**src/rtl/imem_uart_loader.sv**
```systemverilog
// UART (8N1) program loader: assembles big-endian 32-bit words from a serial
// byte stream and writes them sequentially into instruction memory.
module imem_uart_loader #(
  parameter int CLKS_PER_BIT = 434,
  parameter int ADDR_W       = 7,
  parameter int DEPTH        = 128
) (
  input  logic              clock,
  input  logic              reset,
  input  logic              rx,
  input  logic              load_en,
  output logic              we,
  output logic [ADDR_W-1:0] addr,
  output logic [31:0]       data,
  output logic              busy,
  output logic              done,
  output logic [ADDR_W:0]   word_count,
  output logic              frame_err
);

  localparam int                CNT_W     = $clog2(CLKS_PER_BIT);
  localparam logic [CNT_W-1:0]  HALF_CNT  = CNT_W'(CLKS_PER_BIT / 2);
  localparam logic [CNT_W-1:0]  FULL_CNT  = CNT_W'(CLKS_PER_BIT - 1);
  localparam logic [ADDR_W:0]   DEPTH_CNT = (ADDR_W + 1)'(DEPTH);

  typedef enum logic [1:0] {
    IDLE,
    START,
    DATA,
    STOP
  } rx_state_t;

  logic              rx_meta;
  logic              rx_sync;
  logic              load_en_q;
  logic              load_rise;
  logic              load_fall;

  rx_state_t         state_q, state_d;
  logic [CNT_W-1:0]  cnt_q, cnt_d;
  logic [2:0]        bit_q, bit_d;
  logic [7:0]        byte_q, byte_d;
  logic              byte_valid;
  logic              stop_bad;

  logic [31:0]       shift;
  logic [1:0]        lane;
  logic [ADDR_W-1:0] ptr;
  logic [ADDR_W:0]   wc_next;
  logic [31:0]       word_next;

  // Two-flop synchronizer; idles high so reset does not look like a start bit.
  // NOTE: sequential state uses non-blocking assignments only, so every flop
  // samples pre-edge values regardless of statement order.
  always_ff @(posedge clock or posedge reset) begin
    if (reset) begin
      rx_meta   <= 1'b1;
      rx_sync   <= 1'b1;
      load_en_q <= 1'b0;
    end else begin
      rx_meta   <= rx;
      rx_sync   <= rx_meta;
      load_en_q <= load_en;
    end
  end

  assign load_rise = load_en & ~load_en_q;
  assign load_fall = ~load_en & load_en_q;

  always_ff @(posedge clock or posedge reset) begin
    if (reset) begin
      state_q <= IDLE;
      cnt_q   <= '0;
      bit_q   <= '0;
      byte_q  <= '0;
    end else begin
      state_q <= state_d;
      cnt_q   <= cnt_d;
      bit_q   <= bit_d;
      byte_q  <= byte_d;
    end
  end

  // NOTE: every variable gets a default first so no path can infer a latch.
  always_comb begin
    state_d    = state_q;
    cnt_d      = cnt_q;
    bit_d      = bit_q;
    byte_d     = byte_q;
    byte_valid = 1'b0;
    stop_bad   = 1'b0;
    if (load_fall) begin
      state_d = IDLE;
      cnt_d   = '0;
    end else begin
      unique case (state_q)
        IDLE: begin
          if (!rx_sync && load_en) begin
            state_d = START;
            cnt_d   = '0;
          end
        end
        START: begin
          if (cnt_q == HALF_CNT) begin
            cnt_d   = '0;
            bit_d   = '0;
            state_d = rx_sync ? IDLE : DATA;
          end else begin
            cnt_d = cnt_q + 1'b1;
          end
        end
        DATA: begin
          if (cnt_q == FULL_CNT) begin
            cnt_d  = '0;
            byte_d = {rx_sync, byte_q[7:1]};
            if (bit_q == 3'd7) state_d = STOP;
            else               bit_d   = bit_q + 1'b1;
          end else begin
            cnt_d = cnt_q + 1'b1;
          end
        end
        STOP: begin
          if (cnt_q == FULL_CNT) begin
            cnt_d      = '0;
            state_d    = IDLE;
            byte_valid = rx_sync;
            stop_bad   = ~rx_sync;
          end else begin
            cnt_d = cnt_q + 1'b1;
          end
        end
        default: state_d = IDLE;
      endcase
    end
  end

  assign wc_next   = word_count + 1'b1;
  assign word_next = {shift[23:0], byte_q};

  // Word assembler: pointer/count advance in the cycle after the write strobe,
  // so addr and data stay stable while we is high.
  always_ff @(posedge clock or posedge reset) begin
    if (reset) begin
      we         <= 1'b0;
      addr       <= '0;
      data       <= '0;
      done       <= 1'b0;
      word_count <= '0;
      frame_err  <= 1'b0;
      shift      <= '0;
      lane       <= '0;
      ptr        <= '0;
    end else begin
      we <= 1'b0;
      if (load_rise) begin
        ptr        <= '0;
        word_count <= '0;
        lane       <= '0;
        shift      <= '0;
        done       <= 1'b0;
        frame_err  <= 1'b0;
      end else begin
        if (load_fall) lane <= '0;
        if (stop_bad) begin
          frame_err <= 1'b1;
          lane      <= '0;
        end
        if (byte_valid && !done) begin
          shift <= word_next;
          lane  <= lane + 2'd1;
          if (lane == 2'd3) begin
            we   <= 1'b1;
            addr <= ptr;
            data <= word_next;
          end
        end
        if (we) begin
          ptr        <= ptr + 1'b1;
          word_count <= wc_next;
          if (wc_next == DEPTH_CNT) done <= 1'b1;
        end
      end
    end
  end

  assign busy = (state_q != IDLE) || (lane != 2'd0);

endmodule

```
**config.mk**
```make
export PLATFORM = sky130hd
export DESIGN_NAME = imem_uart_loader
export DESIGN_NICKNAME = d
export VERILOG_FILES = /design/src/rtl/imem_uart_loader.sv
export SDC_FILE = /design/constraint.sdc
export NUM_CORES = 1
export LEC_CHECK = 0
export CORE_ASPECT_RATIO = 1.75
export CORE_UTILIZATION = 40
export DETAILED_ROUTE_END_ITERATION = 6
export GPL_TIMING_DRIVEN = 0
export PLACE_DENSITY_LB_ADDON = 0.25
export SYNTH_ARGS = -nofsm -noshare
export SYNTH_HDL_FRONTEND = slang
export SYNTH_SLANG_ARGS = --single-unit
```
**constraint.sdc**
```tcl
create_clock -name clock -period 11.1 [get_ports clock]
set_input_delay 2.22 -clock clock [delete_from_list [all_inputs] [get_ports clock]]
set_output_delay 2.22 -clock clock [all_outputs]
set_load 0.005 [all_outputs]
```
-- Yosys cells after proc, flatten, opt, wreduce, memory -nomap -nowiden
Index checks and enable logic that the tools add are counted.
- shifts and indexed selects: 0
- multiplexer cells: 41
- bitwise operators: 7
- reductions and logical operators: 20
- order comparisons: 0
- add/subtract/negate cells: 5
- div/mod/pow operators: 0
- $mul: 0
- eq/ne operators: 16
- operators by type and width (operator ; number):
    24-bit two-way mux ; 2
    9-bit two-way mux ; 4
    9-bit one-hot mux with 3 select lines ; 1
    2-bit two-way mux ; 11
    8-bit two-way mux ; 2
    3-bit != test, second input constant ; 5
    1-bit two-way mux ; 14
    7-bit two-way mux ; 2
    2-bit nonzero test ; 7
    5-bit AND reduction ; 2
    9-bit by 1-bit adder with 9-bit output, second input constant ; 1
    9-bit by 8-bit == test with 1-bit output, second input constant ; 1
    9-bit == test, second input constant ; 1
    3-bit two-way mux ; 3
    8-bit by 1-bit adder with 8-bit output, second input constant ; 1
    8-bit == test, second input constant ; 1
    2-bit one-hot mux with 4 select lines ; 1
    7-bit by 1-bit adder with 7-bit output, second input constant ; 1
    2-bit == test, second input constant ; 3
    2-bit != test, second input constant ; 3
    3-bit one-hot mux with 2 select lines ; 1
    3-bit AND reduction ; 2
    1-bit NOT ; 5
    4-bit nonzero test ; 1
    other kinds (11) ; 14
- bits in latches: 0
- memories kept: 0
- output and inout port bits: 51
- ROM bits: 0
- bits of input ports: 4
- logic and storage cells: 105
- bits in writable memories: 0
- bits in registers: 108

-- Depth between registers and ports, before layout
- depth after elaboration: 7
- mapped depth: 9
- depth with buffers taken out: 7

-- Worst setup path before layout
OpenSTA, ideal clock, no wires.
- path type: in2reg
- from: in load_en
- to: reg data[10]
- setup time: 125 ps
- slack: 7360 ps
- cell stages on the path: 9
- buffers on the path: 3
- arrival time: 3615 ps
- data required time: 10975 ps
- path through: inv_1 ha_1 clkbuf_1 nand4b_4 nor3_2 nand2_1 buf_6 buf_6 mux2_4
- word-level cells in the longest chain between the ends: 5
- elaborated cells between the ends (all ways): 7
- those cells by class: mux (1); bitwise (4); reduce/logical (2)
- ends and longest elaborated chain (what ; line ; RTL):
    from (decl) ; 11 ; input logic load_en,
    1-bit NOT ; 68 ; assign load_fall = ~load_en & load_en_q;
    1-bit bitwise AND ; 68 ;
    1-bit two-way mux ; 92 ; if (load_fall) begin
    1-bit logical AND ; 168 ; if (byte_valid && !done) begin
    3-bit AND reduction (no line) * ; -- ;
    to (signal assigned) ; 174 ; data <= word_next;
    to (decl) ; 14 ; output logic [31:0] data,
Mark *: on every way between the ends. The rest lies on a longest branch, timed or not.
A chain may end at the register's enable or synchronous reset.

-- Final worst setup path
- from: in load_en
- to: reg lane[1]
- word-level cells in the longest chain between the ends: 6
- elaborated cells between the ends (all ways): 10
- those cells by class: mux (5); bitwise (3); reduce/logical (2)
- ends and longest elaborated chain (what ; line ; RTL):
    1-bit NOT ; 68 ;
    1-bit bitwise AND ; 68 ;
    1-bit two-way mux ; 92 ;
    2-bit two-way mux or 1-bit logical AND (tied branches) ; 164, 168 ;
    2-bit two-way mux ; 168 ;
    2-bit two-way mux ; 155 ; if (load_rise) begin
    to (signal assigned) ; 170 ; lane <= lane + 2'd1;
    to (decl) ; 47 ; logic [1:0] lane;
Parallel ways exist; a longest one is shown, timed or not.

==> impl_metrics.csv <==
group,metric,value,unit
status,outcome,"complete, no violations",
critical_path,r2r-start,"cnt_q[1]$_DFFE_PP0P_",
layout,diodes,0,
die,placementRows,51,
die,die_footprint,12100,µm²
flow_run,maxCapViolCount,0,
synth,synth_largest_area_cell,"dfrtp_1",
die,initial_utilization,41.5,%
critical_path,critical_path_start_type,"primary input",
cts,cts_htree_levels,3,
sta,postLayoutSetupSlackWorst,6.70,ns
critical_path,timing.setup.critical_path_class,"primary input to register",
die,die_h,145,µm
layout,commonest_cells_after_routing_fill_and_taps_aside,"106 x dfrtp_1, 54 x clkdlybuf4s50_1, 39 x mux2_2",
synth,number_of_different_library_cells_in_the_post_synthesis_netlist,45,
hold_path,worst_hold_path_type,"register to register",
pwr,p_leak,2.76,nW
synth,synth_enable_flop_cells,0,
sta,slew_viol_final,0,
global_routing,grt_max_degree,60,
global_routing,grt_antenna_before_repair,0,
drt,drc_violations_left,0,
critical_path,cp-startpoint,"load_en",
sta,min_period,4.40,ns
sta,achievable-frequency,227,MHz
pwr,vdd.ir_drop.worst,112,µV
drt,first_pass_iters,4,
place,pre_cts_slack,6.33,ns
synth,netlist_area_pre_place,4660,µm²
cts,worst_skew_pair.late_latency,0.35,ns
sta,transition_time_at_the_pin_with_the_least_slew_margin,0.707,ns
layout,fraction_of_layout_instances_using_a_drive_strength_above_1,19.3,%
cts,clock_path_buffers,2,
drt,number_of_design_rule_violations_left_by_the_first_detailed_router_iteration,141,
critical_path,slowest_delay,0.61,ns
critical_path,arrival,4.68,ns
layout,final_common_cell,"dfrtp_1",
synth,ys_top_cells_by_area,"dfrtp_1 57%, mux2_2 9.4%, a22o_1 5.4%, ha_1 4.0%, mux2_4 3.2%",
cts,cts_hold_buffers,0,
critical_path,cp-end-kind,"register",
drt,vias,3015,
drt,vias_per_cell,5.32,
sta,setup_tns,0,ns
die,io_pins,55,
pwr,powerDensity,150,nW/µm²
die,coreArea,11200,µm²
cts,post_cts_resize_count,0,
synth,syn-mean-instance-area,12.8,µm²
cts,clockRootBuffer,"clkbuf_16",
drt,wire_length_per_cell,16.4,µm
drt,postRouteWirelength,9.27,mm
synth,synth_seq_area_share,58.0,%
synth,synth_top_area_share,56.9,%
place,dpl.hpwl,6.55,mm
die,die_width,83.6,µm
synth,synthesis.instances,364,
critical_path,worstPathMaxFanout,10,
sta,timing.final.crit_share,39.6,%
cts,tritoncts,"built",
cts,cts-buffers-inserted,9,
critical_path,cp_top_family,"buffers and inverters",
sta,setup_viol,0,
place,numPortBuffers,54,
cts,postCtsSetupBuffers,0,
drt,drtAntennaViolNets,0,
sta,fin_worst_skew,0.0105,ns
sta,timing_hold_violations_final,0,
sta,slew-limit-headroom,52.6,%
global_routing,track_usage,16.2,%
global_routing,number_of_global_route_vias_before_repair,3040,
global_routing,gr-total-overflow,0,
critical_path,timing.critical_path.required,11.38,ns
synth,synth.ff_latch_count,108,
sta,grt_setup_unrepaired,"false",
place,gp_routability_congestion,0.798,
sta,hold_ws,0.357,ns
hold_path,timing.hold.worst.start,"rx_meta$_DFF_PP1_",
synth,synth_warnings,0,
critical_path,critical_path.n_buffers_inverters,4,
global_routing,first_pass_grt_wire_length,15.3,mm
critical_path,slowest_stage,"nor3_2",
cts,cts_sinks,108,
synth,share_of_async_settable_or_async_resettable_flops_after_synthesis,100,%
layout,area_delta_synth_final,22.6,%
synth,ys.flop_type,"dfrtp_1",
layout,finish.utilization,50.9,%
synth,syn_nets,383,
layout,final_net_count,449,
critical_path,path_cells,"clkdlybuf4s50_1, inv_1, ha_1, clkbuf_1, nand4b_4, nor3_2, buf_2, a22o_1",
cts,clk_pin_slew_worst_paths,0.07,ns
worst register-to-register path, delay by kind of cell, from the launching register on:
family / cells / cell delay (ns)
AND/OR/NAND/NOR: 3 / 1.07
buffers and inverters: 2 / 0.44
flip-flops: 1 / 0.40
AO/OA/AOI/OAI: 1 / 0.19
adder cells (fa/ha/maj): 1 / 0.15
routing by layer:
metal	global-route usage [%]	part of all wire [%]	up-vias	wire (µm)
li1	-	-	1423	-
met1	19.0	42	1504	3880
met2	28.4	52	66	4810
met3	2.72	3.1	22	283
met4	8.12	3.3	0	302
met5	0	0	-	0
power by group:
group,internal (mW),switching (mW)
clock,0.186,0.151
sequential,0.401,0.00833
combinational,0.0467,0.0664
total,0.633,0.226
flip-flops by register name, summed over array words and instances, names as in the netlist, 3 cells and up:
signal and cells:
addr 7, bit_q 3, byte_q 8, cnt_q 9, data 32, ptr 7, shift 24, word_count 8
cell type report:
type / count / area [µm²]
sequential: 108 / 2710
multi-input combinational: 230 / 1840
clock inverter: 6 / 81.3
inverter: 13 / 51.3
timing repair buffer: 55 / 568
buffer: 13 / 71.3
tap: 132 / 165
clock buffer: 10 / 239
fill: 992 / 5510
worst paths after layout:
check / slack [ns] / to / depth (start not counted)
setup / recovery: 6.70 / lane[1]$_DFFE_PP0P_ / 8
setup reg to reg: 8.79 / lane[1]$_DFFE_PP0P_ / 7
hold reg to reg: 0.36 / rx_sync$_DFF_PP1_ / 0
max in group asynchronous: 8.07 / rx_meta$_DFF_PP1_ / 3
hold / removal: 0.36 / rx_sync$_DFF_PP1_ / 0
min in group asynchronous: 2.31 / state_q[1]$_DFFE_PP0P_ / 2
synth_stat cells, types with 5 or more instances:
library cell  instances
ha_1                 15
a21oi_1               7
nor2_1               29
clkbuf_1              5
a22o_1               29
o21ai_0              11
inv_1                13
nand3_1               5
mux2_4               10
nand4_1               5
mux2_2               39
nand2_1              26
dfrtp_1             106
buf_2                 6
xor2_1                7
through the flow:
step                      power (mW)  cells  instance area (µm²)
after floorplan                0.499    364                 4660
after global placement         0.527    550                 5370
after detailed placement       0.531    551                 5400
after CTS                      0.868    567                 5720
after global routing           0.899    567                 5720
final                          0.859    567                 5720
kinds of logic after synthesis:
kind of cell             after synthesis  synth area share (%)
AO/OA/AOI/OAI                         59                  9.55
XOR/XNOR                              10                  1.88
flip-flops                           108                  58.0
adder cells (fa/ha/maj)               15                  4.02
buffers and inverters                 26                  2.58
AND/OR/NAND/NOR                       93                  10.5
multiplexers                          53                  13.5
(Power assumes the default switching activity.)
